$ cat src/rtl/bram_1p_byte_en_ctrl.sv
// Request-side controller for a single-port byte-enable BRAM.
// Accepts read/write requests over valid/ready, drives the BRAM pins
// directly from the accepted request, and returns read data in order
// through a small response FIFO guarded by a credit scheme.
module bram_1p_byte_en_ctrl #(
    parameter int NB_COL        = 2,
    parameter int COL_WIDTH     = 8,
    parameter int RAM_ADDR_BITS = 3,
    parameter int RSP_DEPTH     = 3
) (
    input  logic                               clk_i,
    input  logic                               rstn_i,
    input  logic                               req_valid_i,
    output logic                               req_ready_o,
    input  logic [NB_COL-1:0]                  req_we_i,
    input  logic [RAM_ADDR_BITS-1:0]           req_addr_i,
    input  logic [NB_COL*COL_WIDTH-1:0]        req_wdata_i,
    output logic                               rsp_valid_o,
    input  logic                               rsp_ready_i,
    output logic [NB_COL*COL_WIDTH-1:0]        rsp_rdata_o,
    output logic                               mem_en_o,
    output logic [NB_COL-1:0]                  mem_we_o,
    output logic [RAM_ADDR_BITS-1:0]           mem_addr_o,
    output logic [NB_COL*COL_WIDTH-1:0]        mem_data_o,
    input  logic [NB_COL*COL_WIDTH-1:0]        mem_data_i,
    output logic [$clog2(RSP_DEPTH+1)-1:0]     rsp_count_o
);

    localparam int DW     = NB_COL * COL_WIDTH;
    localparam int CNT_W  = $clog2(RSP_DEPTH + 1);
    localparam int PTR_W  = $clog2(RSP_DEPTH);
    localparam int USED_W = CNT_W + 1;

    logic              rdInflight_q, rdInflight_d;
    logic [CNT_W-1:0]  rspCount_q,   rspCount_d;
    logic [PTR_W-1:0]  wrPtr_q,      wrPtr_d;
    logic [PTR_W-1:0]  rdPtr_q,      rdPtr_d;
    logic [DW-1:0]     fifoMem_q [RSP_DEPTH];

    logic              isWrite;
    logic              credit;
    logic              fire;
    logic              rdFire;
    logic              push;
    logic              pop;
    logic [USED_W-1:0] used;

    // Circular pointer advance, wrapping at the FIFO depth.
    function automatic logic [PTR_W-1:0] ptrInc(input logic [PTR_W-1:0] p);
        if (p == PTR_W'(RSP_DEPTH - 1)) begin
            ptrInc = '0;
        end else begin
            ptrInc = p + 1'b1;
        end
    endfunction

    // Request acceptance: writes never need a FIFO slot, reads need a credit
    // counted against both stored responses and the one read in flight.
    always_comb begin
        isWrite     = |req_we_i;
        used        = USED_W'(rspCount_q) + USED_W'(rdInflight_q);
        credit      = (used < USED_W'(RSP_DEPTH));
        req_ready_o = rstn_i & (isWrite | credit);
        fire        = req_valid_i & req_ready_o;
        rdFire      = fire & ~isWrite;
    end

    // BRAM pins follow the accepted request in the same cycle.
    always_comb begin
        mem_en_o   = fire;
        mem_we_o   = fire ? req_we_i : '0;
        mem_addr_o = req_addr_i;
        mem_data_o = req_wdata_i;
    end

    // Next-state for the read pipeline flag, FIFO pointers and occupancy.
    always_comb begin
        push         = rdInflight_q;
        pop          = rsp_valid_o & rsp_ready_i;
        rdInflight_d = rdFire;
        wrPtr_d      = push ? ptrInc(wrPtr_q) : wrPtr_q;
        rdPtr_d      = pop  ? ptrInc(rdPtr_q) : rdPtr_q;
        rspCount_d   = rspCount_q;
        case ({push, pop})
            2'b10:   rspCount_d = rspCount_q + 1'b1;
            2'b01:   rspCount_d = rspCount_q - 1'b1;
            default: rspCount_d = rspCount_q;
        endcase
    end

    // Control state with synchronous active-low reset; discards in-flight reads.
    always_ff @(posedge clk_i) begin
        if (!rstn_i) begin
            rdInflight_q <= 1'b0;
            rspCount_q   <= '0;
            wrPtr_q      <= '0;
            rdPtr_q      <= '0;
        end else begin
            rdInflight_q <= rdInflight_d;
            rspCount_q   <= rspCount_d;
            wrPtr_q      <= wrPtr_d;
            rdPtr_q      <= rdPtr_d;
        end
    end

    // FIFO storage captures BRAM read data one cycle after the read was issued.
    always_ff @(posedge clk_i) begin
        if (push) begin
            fifoMem_q[wrPtr_q] <= mem_data_i;
        end
    end

    // Response channel: head of FIFO, forced to zero whenever nothing is held.
    always_comb begin
        rsp_valid_o = (rspCount_q != '0);
        rsp_rdata_o = rsp_valid_o ? fifoMem_q[rdPtr_q] : '0;
        rsp_count_o = rspCount_q;
    end

endmodule

$ cat config.mk
export PLATFORM = sky130hd
export DESIGN_NAME = bram_1p_byte_en_ctrl
export DESIGN_NICKNAME = d
export VERILOG_FILES = /design/src/rtl/bram_1p_byte_en_ctrl.sv
export SDC_FILE = /design/constraint.sdc
export NUM_CORES = 1
export LEC_CHECK = 0
export ABC_AREA = 1
export BUFFER_PORTS_ARGS = -buffer_cell sky130_fd_sc_hd__buf_2
export CAP_MARGIN = 30
export CELL_PAD_IN_SITES_DETAIL_PLACEMENT = 0
export CELL_PAD_IN_SITES_GLOBAL_PLACEMENT = 1
export CORE_MARGIN = 3
export CORE_UTILIZATION = 36
export DETAILED_ROUTE_END_ITERATION = 8
export HOLD_SLACK_MARGIN = 0.03
export PLACE_DENSITY_LB_ADDON = 0.1
export SLEW_MARGIN = 10
export SYNTH_ARGS = -nofsm -noshare
export SYNTH_HDL_FRONTEND = slang
export SYNTH_SLANG_ARGS = --single-unit
$ cat constraint.sdc
create_clock -name clk_i -period 3.65 [get_ports clk_i]
set_input_delay 0.365 -clock clk_i [delete_from_list [all_inputs] [get_ports clk_i]]
set_output_delay 0.365 -clock clk_i [all_outputs]
set_load 0.01 [all_outputs]
Yosys cells after proc, flatten, opt, wreduce, memory -nomap -nowiden --
Memories as Yosys holds them, arrays and structs flattened. A register that Yosys moved wholly into a read port is not among the register bits. Cells that the tools add are included.
Word-level totals: bits in registers 7, word-level logic and storage cells 33, memories kept 1, output and inout bits 42, memory bits (writable) 48, input port bits 41
Memory list:
- fifoMem_q | depth 3, width 16, rd ports 1, clocked after memory_dff 1, wr ports 1, line 38 | logic [DW-1:0] fifoMem_q [RSP_DEPTH];
Cells by class: bitwise logic cells 6, magnitude comparators 1, add/subtract/negate cells 5, equal/unequal tests 4, reduce and logical (&&, ||, !) cells 3, mux-type cells 9
Operators with widths (number):
- $mux 16 | 1
- $mux 2 | 5
- $add 2x1->2 const B | 3
- $eq 2x2->1 const B | 3
- $and 1x1->1 | 4
- $pmux 2 s2 | 1
- $reduce_bool 2->1 | 2
- $add 2x1->3 | 1
- $lt 3x2->1 const B | 1
- $eq 2x1->1 const B | 1
- $mux 1 | 2
- $reduce_or 2->1 | 1
- $sub 2x1->2 const B | 1
- $not 1->1 | 1
- $or 1x1->1 | 1

Longest topological paths before layout --
Gate-level depths: netlist of the first run.
word-level depth 6, depth in mapped cells 8, depth with buffers taken out 8

Worst setup path before layout of the first run --
Ideal clock, no wire load.
path kind reg2reg, start point register rdInflight_q (netlist: push), end point memory fifoMem_q[2][0] (netlist name) (enable), cell stages (with the launch flop) 3, clock period less this slack 2.011 ns, data arrival time 1.602 ns, path buffers 0, data required time 3.241 ns, setup time 0.409 ns, path slack 1.639 ns, cell sequence dfxtp_1 inv_1 nor3_1
Between the ends: longest elaborated chain between the ends 2
Ends and longest elaborated chain:
- from (decl) | line 34 | logic rdInflight_q, rdInflight_d;
- from (signal assigned) | line 99 | rdInflight_q <= rdInflight_d;
- $mux 1 | line 108 | if (push) begin
- $mux 1 (not written as such) | line 109 | fifoMem_q[wrPtr_q] <= mem_data_i;
- to (decl) | line 38
No other way between the ends.

Final worst setup path of the first run --
start point register rspCount_q[0] (netlist: rsp_count_o[0]), end point output port mem_we_o[0]
Between the ends: longest elaborated chain between the ends 6
Ends and longest elaborated chain:
- from (decl) | line 35 | logic [CNT_W-1:0] rspCount_q, rspCount_d;
- from (signal assigned) | line 100 | rspCount_q <= rspCount_d;
- $add 2x1->3 | line 61 | used = USED_W'(rspCount_q) + USED_W'(rdInflight_q);
- $lt 3x2->1 | line 62 | credit = (used < USED_W'(RSP_DEPTH));
- $or 1x1->1 | line 63 | req_ready_o = rstn_i & (isWrite | credit);
- $and 1x1->1 | line 63
- $and 1x1->1 | line 64 | fire = req_valid_i & req_ready_o;
- $mux 2 | line 71 | mem_we_o = fire ? req_we_i : '0;
- to (decl) | line 22 | output logic [NB_COL-1:0] mem_we_o,
No other way between the ends.

==> results.txt, run 1 <==
CP Data Required Time: 3280 ps
Fraction of final layout cells sized beyond drive strength 1: 21.6%
Gates resized, CTS repair: 0
Synthesis-to-layout area growth: 14.6%
Kind of start point of the critical path: register
Clock Skew: 3.89 ps
Remaining Overflow, GRT: 0
Synth area leaders: edfxtp_1 56%, inv_1 9.4%, dfxtp_1 7.0%, buf_4 6.1%, o21ai_0 4.5%
Site row count: 30
Die area: 8230 um^2
Global-route wire length before repair: 7.58 mm
Commonest cells post-synth: 65 x inv_1, 48 x edfxtp_1, 30 x nand2_1
Synthesized area divided by synthesized cell count: 10.2 um^2
Slew headroom: 50.2%
Maximum buffer depth of the clock tree: 2
Post-detailed-route via-to-cell ratio: 4.18
Starting Density: 37.6%
Cell type with the highest aggregate area in the netlist: edfxtp_1
Clock tree from TritonCTS: built
Measured slew at the worst slew-check pin: 746 ps
Crit. End Element: output pin
Maximum clock rate: 476 MHz
Fraction of synthesis flops using an asynchronous set or reset pin: 0%
Number of antenna violations at the first check in global routing: 0
Post-CTS setup repair buffer count: 0
IO Pins: 83
Classification of the worst setup path: register to output pin
Die Wd: 90.7 um
Overall fraction of global-route tracks in use: 12.1%
DR pass1 iterations: 4
ANT nets after route: 0
Count of nets after finishing: 330
Diodes inserted: 0
Core footprint: 6870 um^2
Netlist area before placement: 2580 um^2
Cell count after synthesis: 254
Hold violation count in the final report: 0
#FFs+latches synth: 57
Clk sink count: 57
Remaining design rule violation count: 0
Total vias in the final route: 1616
Worst hold path class: primary input to register
Mapped Nets: 298
Average wire length per cell after detail routing: 11.6 um
Unrepaired setup endpoints after global routing: false
Leakage power figure: 0.00141 uW
Area share of the largest cell type after synthesis: 55.8%
Count of routing violations after the opening detailed-route iteration: 61
Power per Cell Area: 467 nW/um^2
Data arrival time of the critical path: 1740 ps
Min Tclk post-route: 2100 ps
Cell variety after synth: 19
Clock insertion delay at the later pin of the skew report: 320 ps
# setup viols final: 0
Count of max-cap constraint violations: 0
Vias in the first global route: 1555
Largest net degree at the start of global routing: 33
Maximum net fanout on the critical path: 6
Estimated wirelength of the detail-placed design: 2.92 mm
Most used flip-flop cell after synthesis: edfxtp_1
Slew Viols, Final: 0
Non-filler cells in the finished layout: 387
Final RePlAce weighted congestion: 0.662
Depth of the CTS H-tree: 3
Number of placed instances, taps included: 370
Proportion of synthesized chip area in sequential cells: 62.8%
Most repeated cell in the gate-level netlist after synthesis: inv_1
IR Drop Worst-Case VDD: 0.207 mV
CTS clk-pin slew, worst paths: 60 ps
Clock root buffer: clkbuf_8
Number of flops mapped to enable cells by yosys: 48
Synthesis warning total: 0
Final period util: 57.6%
Hold-fix buffers, CTS: 0
Final WL: 4.48 mm
Sum of negative setup slack: 0 ps
Number of port buffers: 44
Outcome: finished, final reports clean
Number of buffers added by the clock tree synthesis step: 9
Chip height: 90.7 um
==> stage by stage <==
stage | cell area, um^2 | util, % | worst slack (ps) | power, uW | hold WS [ps]
floorplan | 2580 | - | 1640 | 837 | 442
global placement | 2740 | 39.9 | 1720 | 861 | 457
detailed placement | 2770 | 40.3 | 1700 | 866 | 461
CTS | 2950 | 42.9 | 1350 | 1400 | 221
global route | 2960 | 43.1 | 1360 | 1460 | 224
finish | 2960 | 43.1 | 1550 | 1380 | 238
==> routing by layer <==
| layer | up-vias | GRT usage (%) | wire [um] |
|---|---|---|---|
| li1 | 855 | - | - |
| met1 | 711 | 15.4 | 2140 |
| met2 | 41 | 18.5 | 2020 |
| met3 | 9 | 3.42 | 238 |
| met4 | 0 | 6.63 | 79 |
| met5 | - | 0 | 0 |
==> final cells by class <==
class	instances	area, um^2
well taps	96	120
fillers	703	3910
clock buffers	11	131
inverters	65	244
repair buffers	47	270
clock inverters	5	46.3
multi-input cells	106	527
flip-flops and latches	57	1620
==> cells by family (layout without fill, tap and decap cells) <==
| family | count (synthesis) | in the layout | synth area share [%] |
|---|---|---|---|
| DFF | 57 | 57 | 62.8 |
| AOI/OAI and AO/OA | 53 | 53 | 10.4 |
| and+or+nand+nor | 50 | 50 | 8.33 |
| adders and majority gates | 3 | 3 | 1.45 |
| buffers and inverters | 91 | 128 | 17.0 |
==> where the power goes <==
| group | internal, uW | total [uW] | switching, uW |
|---|---|---|---|
| registers | 715 | 725 | 10.0 |
| clock network | 307 | 531 | 223 |
| logic | 51.1 | 126 | 75.0 |
==> layout by cell type (no fill, tap or decap), types with 2 or more instances in the layout <==
| master | instances |
|---|---|
| edfxtp_1 | 48 |
| nand4_1 | 2 |
| ha_1 | 3 |
| clkbuf_8 | 9 |
| nand3_1 | 3 |
| clkinv_1 | 3 |
| nor2_1 | 11 |
| buf_2 | 44 |
| o21ai_0 | 23 |
| inv_1 | 65 |
| o21ai_1 | 10 |
| a21oi_1 | 19 |
| nor2_4 | 2 |
| dfxtp_1 | 9 |
| nand2_1 | 30 |
| clkbuf_1 | 2 |
==> flip-flops by register name, indices dropped and copies added (netlist names), named ones only <==
signal / flops
fifoMem_q: 48
push: 1
rdPtr_q: 2
rsp_count_o: 2
wrPtr_q: 2
==> worst paths after layout <==
kind / start / to / slack [ps] / cells after the start
max: rsp_count_o[0] / mem_we_o[0] / 1550 / 8
min: mem_data_i[13] / fifoMem_q[2][13] / 240 / 1
max reg2reg: rsp_count_o[1] / rsp_count_o[1] / 1980 / 8
min reg2reg: wrPtr_q[1] / wrPtr_q[1] / 470 / 2
==> worst max-delay path: stages, from the launching register on <==
cell     delay (ps)
dfxtp_1         470
ha_1            200
ha_1            220
nand2_1          60
nand2_1          60
nand2_1          70
nand3_1         110
nor2_1          100
buf_2           130
Power figures use the tool's default switching activity.
==> inputs of run 2 (changes only) <==
--- a/config.mk
+++ b/config.mk
@@ -11,7 +11,7 @@
 export CELL_PAD_IN_SITES_DETAIL_PLACEMENT = 0
 export CELL_PAD_IN_SITES_GLOBAL_PLACEMENT = 1
 export CORE_MARGIN = 3
-export CORE_UTILIZATION = 36
+export CORE_UTILIZATION = 34
 export DETAILED_ROUTE_END_ITERATION = 8
 export HOLD_SLACK_MARGIN = 0.03
 export PLACE_DENSITY_LB_ADDON = 0.1
==> constraint.sdc (replaced) <==
create_clock -name clk_i -period 1.9 [get_ports clk_i]
set_input_delay 0.19 -clock clk_i [delete_from_list [all_inputs] [get_ports clk_i]]
set_output_delay 0.19 -clock clk_i [all_outputs]
set_load 0.01 [all_outputs]
==> results.txt, run 2 (same netlist as run 1, synthesis figures left out) <==
Outcome: finished, final reports clean
Clock insertion delay at the later pin of the skew report: 320 ps
Largest net degree at the start of global routing: 19
CTS clk-pin slew, worst paths: 60 ps
Critical Path Max Stage Delay: 370 ps
Fraction of final layout cells sized beyond drive strength 1: 27.2%
Clock root buffer: clkbuf_8
Highest-delay cell along the critical path: dfxtp_4
Number of buffers added by the clock tree synthesis step: 9
Non-filler cells in the finished layout: 397
Post-detailed-route via-to-cell ratio: 4.12
Depth of the CTS H-tree: 3
Count of nets after finishing: 340
Slew headroom: 74.6%
Critical R2R Launch: rsp_count_o[0]
Clk sink count: 57
Total length of routed met3 wires: 234 um
Post-route met1 wirelength: 2.05 mm
Count of max-cap constraint violations: 0
Number of port buffers: 44
Die area: 8680 um^2
IO Pins: 83
Leakage power figure: 0.00143 uW
Unrepaired setup endpoints after global routing: false
Worst hold path class: primary input to register
Crit. End Element: output pin
Die Wd: 93.2 um
Sum of negative setup slack: 0 ps
Hold violation count in the final report: 0
Min Tclk post-route: 1750 ps
Maximum net fanout on the critical path: 6
Count of routing violations after the opening detailed-route iteration: 39
Global-route wire length before repair: 7.48 mm
Power per Cell Area: 829 nW/um^2
Data arrival time of the critical path: 1560 ps
Hold-fix buffers, CTS: 0
Site row count: 31
Average wire length per cell after detail routing: 11.5 um
Top routing layer in use: met4
Internal power contribution: 1930 uW
Flip-flop count of the largest register after layout: 48
Diodes inserted: 0
Starting Density: 35.4%
Worst setup path startpoint: rsp_count_o[0]
Measured slew at the worst slew-check pin: 379 ps
Core footprint: 7290 um^2
Clock tree from TritonCTS: built
Estimated wirelength of the detail-placed design: 3.17 mm
Combinational share of power: 10.2%
Number of placed instances, taps included: 381
Chain of cells forming the critical path: ha_4, ha_4, nand2_1, nand2_2, nand2_2, nand3_2, nor2_1, buf_2
DR pass1 iterations: 4
Total vias in the final route: 1637
Total cell area at the placement stage: 2830 um^2
Clock Skew: 3.44 ps
Remaining Overflow, GRT: 0
Remaining design rule violation count: 0
Sequential fraction of design power: 55.3%
Final instance area: 3040 um^2
Number of antenna violations at the first check in global routing: 0
Met2 Routed Length: 2.17 mm
Most common library cell in the layout ignoring fill and taps: inv_1
Classification of the worst setup path: register to output pin
Chip height: 93.2 um
Switching pwr: 590 uW
Number of inserted filler cells in the final layout: 757
Maximum clock rate: 572 MHz
Vias in the first global route: 1595
Largest reg by FF count: fifoMem_q
Hold path startpoint: mem_data_i[2]
IR Drop Worst-Case VDD: 0.340 mV
ANT nets after route: 0
Switching fraction of total power: 23.4%
Kind of start point of the critical path: register
Synthesis-to-layout area growth: 17.5%
# setup viols final: 0
Final RePlAce weighted congestion: 0.675
Slew Viols, Final: 0
Clk network pwr share: 34.5%
Overall fraction of global-route tracks in use: 11.7%
CP Data Required Time: 1710 ps
Maximum buffer depth of the clock tree: 2
Final WL: 4.55 mm
Final period util: 91.9%
Highest-count cells in the layout ignoring fill and taps: 65 x inv_1, 48 x edfxtp_1, 44 x buf_2
-- run 2: cell types whose count changed in the layout (fill, tap and decap cells not counted), sizes merged --
cell | previous run | this run
bufinv | 1 | 0
buf | 47 | 57
clkinv | 4 | 2
-- run 2: stage by stage --
stage               hold WS (ps)  util [%]  total power (uW)  setup slack [ps]
floorplan                    289         -              1610               374
global placement             380      38.8              1670               362
detailed placement           380      38.8              1670               335
CTS                         46.2      40.8              2540              9.20
global route                45.1      41.6              2650              8.41
finish                      65.1      41.6              2520               153
-- run 2: area by class of cell --
| type | instances | area (um^2) | area share [%] |
|---|---|---|---|
| sequential | 57 | 1630 | 53.7 |
| clock buffer | 11 | 131 | 4.33 |
| clock inverter | 2 | 8.76 | 0.289 |
| inverter | 65 | 244 | 8.04 |
| tap | 99 | 124 | 4.08 |
| timing repair buffer | 57 | 330 | 10.9 |
| multi-input combinational | 106 | 568 | 18.7 |
-- run 2: timing repair --
item,CTS,global route
setup endpoints to repair,2,5
setup buffers,0,3
gates resized for setup,1,10
pin swaps,0,5
-- run 2: path summary, 6_finish.rpt --
kind / depth (start not counted) / slack (ps) / endpoint
worst min register to register: 2 / 470 / wrPtr_q[1]
worst max-delay path: 8 / 150 / mem_we_o[1]
worst max register to register: 9 / 460 / rsp_count_o[1]
worst min-delay path: 1 / 70 / fifoMem_q[2][2]
-- run 2: power by group through the flow --
| stage | sequential, uW | combinational, uW | clock [uW] |
|---|---|---|---|
| 3_3_place_gp | 1420 | 252 | 0 |
| 3_5_place_dp | 1420 | 251 | 0 |
| 6_report | 1390 | 256 | 868 |
| 2_1_floorplan | 1410 | 194 | 0 |
| 5_1_grt | 1390 | 296 | 959 |
| 4_1_cts | 1390 | 252 | 900 |
-- run 2: worst max-delay path, delay by kind of cell, from the launching register on --
family	cells	cell delay (ps)
adder cells (fa/ha/maj)	2	360
flip-flops	1	370
buffers and inverters	1	130
AND/OR/NAND/NOR	5	380
-- run 2: metal layers --
metal  GRT usage, %  vias to the layer above
li1               -                      875
met1           13.6                      713
met2           18.5                       38
met3           3.46                       11
met4           8.18                        0
met5              0                        -
